### src/rtl/mcycle_ctrl.sv
// Sequencer for the shared multi-cycle MUL/DIV unit: latches an E-stage request,
// pulses the unit, stalls F/D/E while it runs and returns a one-cycle result.
module mcycle_ctrl #(
    parameter int WIDTH   = 32,
    parameter int TIMEOUT = 64
) (
    input  logic             clk,
    input  logic             rst_n,
    input  logic             req_valid,
    input  logic             req_op,
    input  logic [3:0]       req_rd,
    input  logic [WIDTH-1:0] op_a,
    input  logic [WIDTH-1:0] op_b,
    input  logic             flush,
    output logic             m_start,
    output logic             m_op,
    output logic [WIDTH-1:0] m_opnd1,
    output logic [WIDTH-1:0] m_opnd2,
    input  logic             m_busy,
    input  logic [WIDTH-1:0] m_result,
    output logic             stall,
    output logic             res_valid,
    output logic [WIDTH-1:0] res_data,
    output logic [3:0]       res_rd,
    output logic             err
);

    typedef enum logic [1:0] {IDLE, START, WAIT, DONE} state_t;

    localparam int            CW        = $clog2(TIMEOUT + 1);
    localparam logic [CW-1:0] CNT_MAX   = CW'(TIMEOUT);
    // Abort is decided one WAIT cycle early so DONE lands TIMEOUT+1 cycles after acceptance.
    localparam logic [CW-1:0] ABORT_CNT = CW'(TIMEOUT - 2);

    state_t        state, next_state;
    logic [CW-1:0] wait_cnt;
    logic          accept, div_zero, done_ok, abort;

    // NOTE: every signal gets a default first so no path through the case leaves it unassigned (no latch).
    always_comb begin
        next_state = state;
        accept     = 1'b0;
        done_ok    = 1'b0;
        abort      = 1'b0;
        div_zero   = req_op && (op_b == '0);
        unique case (state)
            IDLE: begin
                if (req_valid && !flush) begin
                    accept     = 1'b1;
                    next_state = div_zero ? DONE : START;
                end
            end
            START: next_state = WAIT;
            WAIT: begin
                if (wait_cnt != '0 && !m_busy) begin
                    done_ok    = 1'b1;
                    next_state = DONE;
                end else if (wait_cnt == ABORT_CNT) begin
                    abort      = 1'b1;
                    next_state = DONE;
                end
            end
            DONE:    next_state = IDLE;
            default: next_state = IDLE;
        endcase

        m_start   = (state == START);
        res_valid = (state == DONE);
        stall     = accept || (state == START) || (state == WAIT);
    end

    // NOTE: sequential state uses non-blocking assignments so every register samples pre-edge values.
    always_ff @(posedge clk) begin
        if (!rst_n) begin
            state    <= IDLE;
            wait_cnt <= '0;
            m_op     <= 1'b0;
            m_opnd1  <= '0;
            m_opnd2  <= '0;
            res_rd   <= '0;
            res_data <= '0;
            err      <= 1'b0;
        end else begin
            state <= next_state;

            if (state == START) begin
                wait_cnt <= '0;
            end else if (state == WAIT && wait_cnt != CNT_MAX) begin
                wait_cnt <= wait_cnt + CW'(1);
            end

            if (accept) begin
                m_op    <= req_op;
                m_opnd1 <= op_a;
                m_opnd2 <= op_b;
                res_rd  <= req_rd;
                err     <= 1'b0;
                if (div_zero) begin
                    res_data <= '1;
                end
            end

            if (done_ok) begin
                res_data <= m_result;
                err      <= 1'b0;
            end

            if (abort) begin
                res_data <= '0;
                err      <= 1'b1;
            end
        end
    end

endmodule
### config.mk
export PLATFORM = sky130hd
export DESIGN_NAME = mcycle_ctrl
export DESIGN_NICKNAME = d
export VERILOG_FILES = /design/src/rtl/mcycle_ctrl.sv
export SDC_FILE = /design/constraint.sdc
export NUM_CORES = 1
export LEC_CHECK = 0
export CORE_UTILIZATION = 35
export DETAILED_ROUTE_END_ITERATION = 16
export PLACE_DENSITY_LB_ADDON = 0.3
export REMOVE_ABC_BUFFERS = 1
export SKIP_LAST_GASP = 1
export SLEW_MARGIN = 20
export SYNTH_ARGS = -nofsm -noshare
export SYNTH_HDL_FRONTEND = slang
export SYNTH_SLANG_ARGS = --single-unit
export TNS_END_PERCENT = 10
### constraint.sdc
create_clock -name clk -period 1.65 [get_ports clk]
set_input_delay 0.4125 -clock clk [delete_from_list [all_inputs] [get_ports clk]]
set_output_delay 0.4125 -clock clk [all_outputs]
set_load 0.1 [all_outputs]
# Word-level counts from Yosys, hierarchy flattened

Index checks and enable logic that the tools add are counted.

Flip-flop bits (word level): 111
Input port bits: 106
Word-level logic and storage cells: 53

Multiplexer cells: 18
Eq/ne operators: 7
Reductions and logical operators: 18
Bitwise logic cells: 1
Add/sub/neg operators: 1

Operators with widths:

| cell                                                             | number |
|---|---|
| 32-bit two-way mux                                               | 3 |
| 32-bit logical NOT                                               | 1 |
| 1-bit two-way mux                                                | 10 |
| 2-bit two-way mux                                                | 4 |
| 2-bit case mux with 4 select lines                               | 1 |
| 7-bit by 1-bit adder with 7-bit output (second input constant)   | 1 |
| 7-bit by 6-bit == test with 1-bit output (second input constant) | 1 |
| 7-bit inequality test (second input constant)                    | 1 |
| 7-bit nonzero test                                               | 1 |
| 2-bit == test (second input constant)                            | 2 |
| 1-bit logical AND                                                | 4 |
| 2-bit AND reduction                                              | 2 |
| 2-bit nonzero test                                               | 2 |
| 2-bit OR reduction                                               | 2 |
| 3-bit inequality test (second input constant)                    | 1 |
| 3-bit nonzero test                                               | 1 |
| 2-bit by 1-bit == test with 1-bit output (second input constant) | 1 |
| 1-bit logical NOT                                                | 2 |
| 2-bit logical NOT                                                | 1 |
| 1-bit logical OR                                                 | 2 |
| 2-bit inequality test (second input constant)                    | 1 |
| 1-bit inverter                                                   | 1 |

# Logic depth before layout (Yosys ltp)

Depth after elaboration: 7
Mapped depth: 8

# Least setup slack after synthesis

No wires, ideal clock.

Path kind: reg-to-output
Start point: register state[1]
End point: output stall
Data arrival time: 2.017 ns
Buffers on the path: 0
Stages on the path, launching flop included: 4
Required time: 1.237 ns
Path slack: -0.779 ns
Cells stage by stage: dfxtp_1 -> inv_1 -> ha_1 -> or3_1

RTL lines:

| item                                     | line | RTL |
|---|---|---|
| start, declared                          | 35   | `state_t state, next_state;` |
| start signal, assigned                   | 84   | `state <= next_state;` |
| 2-bit by 1-bit == test with 1-bit output | -    |  |
| net m_start                              | 15   | `output logic m_start,` |
| 1-bit logical OR (2 in a row)            | 69   | `stall = accept \|\| (state == START) \|\| (state == WAIT);` |
| end, declared                            | 21   | `output logic stall,` |

The timed path passes the listed nets, and every way through them passes these cells.

# Worst setup path in the final report

Start point: input flush
End point: output stall

Longest elaborated chain between the ends: 6

RTL lines:

| item                          | line | RTL |
|---|---|---|
| start, declared               | 14   | `input logic flush,` |
| 1-bit logical NOT             | 48   | `if (req_valid && !flush) begin` |
| 1-bit logical AND             | 48   |  |
| 1-bit two-way mux             | 48   |  |
| 1-bit two-way mux             | 46   | `unique case (state)` |
| 1-bit logical OR (2 in a row) | 69   |  |

Every way passes these cells.

==> impl_table.tex <==
\begin{tabular}{lr}
\hline
Metric & Value \\
\hline
\multicolumn{2}{l}{\textbf{Outcome}} \\
Status & finished with violations \\
Violated checks & negative setup slack \\
\multicolumn{2}{l}{\textbf{Yosys}} \\
Part of the Yosys area used for sequential elements & 48.58\% \\
Flops \& latches, synth & 111 \\
Area leader, netlist & sky130\_fd\_sc\_hd\_\_dfxtp\_1 \\
Number of synthesized flops with an enable pin & 0 \\
Leading cell types by count after synthesis & sky130\_fd\_sc\_hd\_\_nand2\_1, sky130\_fd\_sc\_hd\_\_dfxtp\_1, sky130\_fd\_sc\_hd\_\_nor2\_1, sky130\_fd\_sc\_hd\_\_a21boi\_0, sky130\_fd\_sc\_hd\_\_a211oi\_2 \\
Most instantiated library cell after synthesis & sky130\_fd\_sc\_hd\_\_nand2\_1 \\
Netlist area before placement & 4574 sq um \\
Proportion of netlist area held by the largest area contributor & 48.58\% \\
Gate count after technology mapping & 525 \\
Count of yosys warnings during synthesis & 0 \\
Distinct cell type count after synthesis & 41 \\
Most frequently used flop master after synthesis & sky130\_fd\_sc\_hd\_\_dfxtp\_1 \\
Fraction of registers with async set/reset & 0\% \\
Area contributors post-synth & sky130\_fd\_sc\_hd\_\_dfxtp\_1, sky130\_fd\_sc\_hd\_\_nand2\_1, sky130\_fd\_sc\_hd\_\_a21boi\_0 \\
Syn Area/Cell & 8.713 sq um \\
\multicolumn{2}{l}{\textbf{Finish}} \\
Area of the multi-input gates & 2450 sq um \\
Reg area & 2230 sq um \\
Number of nets at the end of the flow & 879 \\
Fraction of final layout cells with drive strength greater than 1 & 34.37\% \\
Number of fill cells in the layout & 927 \\
Antenna cells & 0 \\
Area Overhead vs Synth & 95.68\% \\
Cell area after layout & 8951 sq um \\
\multicolumn{2}{l}{\textbf{Clock network}} \\
Maximum clock path buffer count & 2 \\
Clock buffers created by TritonCTS & 9 \\
H-tree lvl count & 3 \\
Root buffer cell & sky130\_fd\_sc\_hd\_\_clkbuf\_16 \\
Clock Sink Count & 111 \\
Clock latency on the worst-skew pair & 350 ps \\
Worst-path clk slew & 70 ps \\
TritonCTS clock tree & done \\
Cts hold-fix bufs & 0 \\
\multicolumn{2}{l}{\textbf{Global route}} \\
Global-route total usage across every layer & 23.22\% \\
Global-route congestion overflow total & 0 \\
Largest net degree at the start of global routing & 50 \\
Number of antenna violations at the first check in global routing & 0 \\
Wire length of the first global-routing pass & 23.96 mm \\
Vias in the first global route & 4853 \\
\multicolumn{2}{l}{\textbf{Timing}} \\
Max Transition Viols Final & 0 \\
Final worst clock skew & 5.283 ps \\
Max-Slew Margin vs Limit & 77.88\% \\
Share of the clock period used by the worst path & 120.2\% \\
Final Hold Slack & 330.7 ps \\
Final worst-path setup slack & -333.6 ps \\
Slew at the pin closest to its max-slew limit & 327.7 ps \\
Accumulated negative setup slack & -6422 ps \\
Maximum clock rate & 0.5041 GHz \\
Final setup violation count & 50 \\
Final Hold Fails & 0 \\
Period minus WS final & 1984 ps \\
RSZ-0062 raised after global routing & yes \\
\multicolumn{2}{l}{\textbf{Routing}} \\
First-pass detailed-route iteration total & 4 \\
Number of vias after detailed routing & 4645 \\
Drt total wl & 15.51 mm \\
Vias per Instance & 4.926 \\
Antenna Nets Post-Route & 0 \\
Avg WL per Cell & 16.45 microns \\
DRC violations left & 0 \\
Iteration-0 DRC Markers & 207 \\
\multicolumn{2}{l}{\textbf{Floorplan}} \\
Area of the die & 13530 sq um \\
Floorplan row count & 41 \\
Starting density of the core & 36.10\% \\
Top-Level Pins & 211 \\
Die Ht & 116.3 microns \\
Die W & 116.3 microns \\
Area of the core & 12670 sq um \\
\multicolumn{2}{l}{\textbf{Critical path}} \\
Worst EP required & 1240 ps \\
Worst setup path class & in2out \\
Nature of the critical path startpoint & input pin \\
Critical path capture point type & output port \\
Data arrival, critical path & 1570 ps \\
Largest fanout on the critical path & 2 \\
\multicolumn{2}{l}{\textbf{Place}} \\
Total placed instance area & 8210 sq um \\
Routability congestion estimate & 0.8755 \\
Port buffer count & 210 \\
HPWL Detailed & 10.92 mm \\
Placement Setup Slack & -856.0 ps \\
\multicolumn{2}{l}{\textbf{Pwr}} \\
Power per cell area & 1115 nW/um\^{}2 \\
Max VDD drop & 0.0008679 V \\
Static leakage power & 3.367 nW \\
Total power of the final layout & 9.985 mW \\
\multicolumn{2}{l}{\textbf{Job}} \\
Total of max-cap violations & 0 \\
\multicolumn{2}{l}{\textbf{Min path}} \\
Hold WC Path Type & in2reg \\
\hline
\end{tabular}
critical path: stages:
cell                              delay (ps)
sky130_fd_sc_hd__clkdlybuf4s50_1         470
sky130_fd_sc_hd__nand2b_4                140
sky130_fd_sc_hd__nor2_4                   40
sky130_fd_sc_hd__or3_4                   340
sky130_fd_sc_hd__buf_12                  170
state kept, by name (all words and copies together) (netlist names):
register	cells
m_opnd2	32
err	1
wait_cnt	7
res_data	32
m_opnd1	32
res_rd	4
m_op	1
state	2
area by class of cell:
cell class / count / area share, %
inverters: 5 / 0.2656
flip-flops and latches: 111 / 24.91
repair buffers: 266 / 41.79
clock inverters: 5 / 0.6570
clock buffers: 11 / 2.600
well taps: 172 / 2.404
multi-input cells: 373 / 27.37
cells in the final DEF, fill, tap and decap left out, types with 2 or more instances in the layout:
cell and count:
sky130_fd_sc_hd__a211oi_2 31, sky130_fd_sc_hd__a21boi_0 69, sky130_fd_sc_hd__a21oi_1 2, sky130_fd_sc_hd__a2bb2oi_1 2, sky130_fd_sc_hd__and4_4 2, sky130_fd_sc_hd__buf_12 114, sky130_fd_sc_hd__buf_16 4, sky130_fd_sc_hd__buf_4 40
sky130_fd_sc_hd__buf_6 2, sky130_fd_sc_hd__clkbuf_1 2, sky130_fd_sc_hd__clkbuf_16 10, sky130_fd_sc_hd__clkbuf_2 5, sky130_fd_sc_hd__clkdlybuf4s15_1 2, sky130_fd_sc_hd__clkdlybuf4s50_1 78, sky130_fd_sc_hd__clkinvlp_4 2, sky130_fd_sc_hd__dfxtp_1 107
sky130_fd_sc_hd__dfxtp_2 3, sky130_fd_sc_hd__dlygate4sd2_1 18, sky130_fd_sc_hd__ha_1 3, sky130_fd_sc_hd__ha_4 3, sky130_fd_sc_hd__inv_2 3, sky130_fd_sc_hd__inv_4 2, sky130_fd_sc_hd__nand2_1 142, sky130_fd_sc_hd__nand2b_1 3
sky130_fd_sc_hd__nand3_1 2, sky130_fd_sc_hd__nand4_1 4, sky130_fd_sc_hd__nor2_1 51, sky130_fd_sc_hd__nor2_2 4, sky130_fd_sc_hd__nor2_4 17, sky130_fd_sc_hd__nor3_1 2, sky130_fd_sc_hd__nor4_2 5, sky130_fd_sc_hd__o21a_1 2
sky130_fd_sc_hd__o21ai_0 2, sky130_fd_sc_hd__o21ai_4 2, sky130_fd_sc_hd__or2_2 2, sky130_fd_sc_hd__or3_1 2, sky130_fd_sc_hd__xor2_1 2
layer usage:
metal  global-route usage, %  vias to the layer above  routed length (microns)
li1                        -                     2235                        -
met1                   23.07                     2178                     5541
met2                   41.97                      203                     7933
met3                   9.393                       29                     1646
met4                   11.11                        0                      392
met5                       0                        -                        0
metrics by stage:
stage,util (%),std cells
after floorplan,-,489
after global placement,64.80,914
final,70.64,943
after CTS,69.67,940
after detailed placement,64.80,914
after global routing,70.64,943
power by group:
part	total [mW]	internal [mW]	switching [mW]
Combinational	4.63	1.84	2.79
Clock	2.18	1.18	0.999
Sequential	3.18	2.93	0.246
Total	9.98	5.95	4.04
repair_timing:
action,in CTS,in global routing
hold endpoints to repair,0,0
setup buffers,6,2
gates cloned,4,1
pin swaps,21,17
gates resized for setup,75,41
endpoints found under the setup margin,108,110
cells by family (layout without fill, tap and decap cells):
kind of cell,count (synthesis),count (layout),synth area share (%)
AND/OR/NAND/NOR,246,246,22.37
AO/OA/AOI/OAI,116,116,22.29
flip-flops,111,111,48.58
buffers and inverters,41,287,4.048
adder cells (fa/ha/maj),7,7,1.915
XOR/XNOR,3,3,0.5745
multiplexers,1,1,0.2188
worst paths after layout:
| kind | from | to | slack (ps) | depth (start not counted) |
|---|---|---|---|---|
| min | op_b[2] | m_opnd2[2] | 330 | 3 |
| max | flush | stall | -330 | 5 |
| max reg2reg | wait_cnt[1] | res_data[25] | -220 | 8 |
| min reg2reg | m_op | m_op | 500 | 2 |
Note: power is estimated with default switching activity, not from simulation.
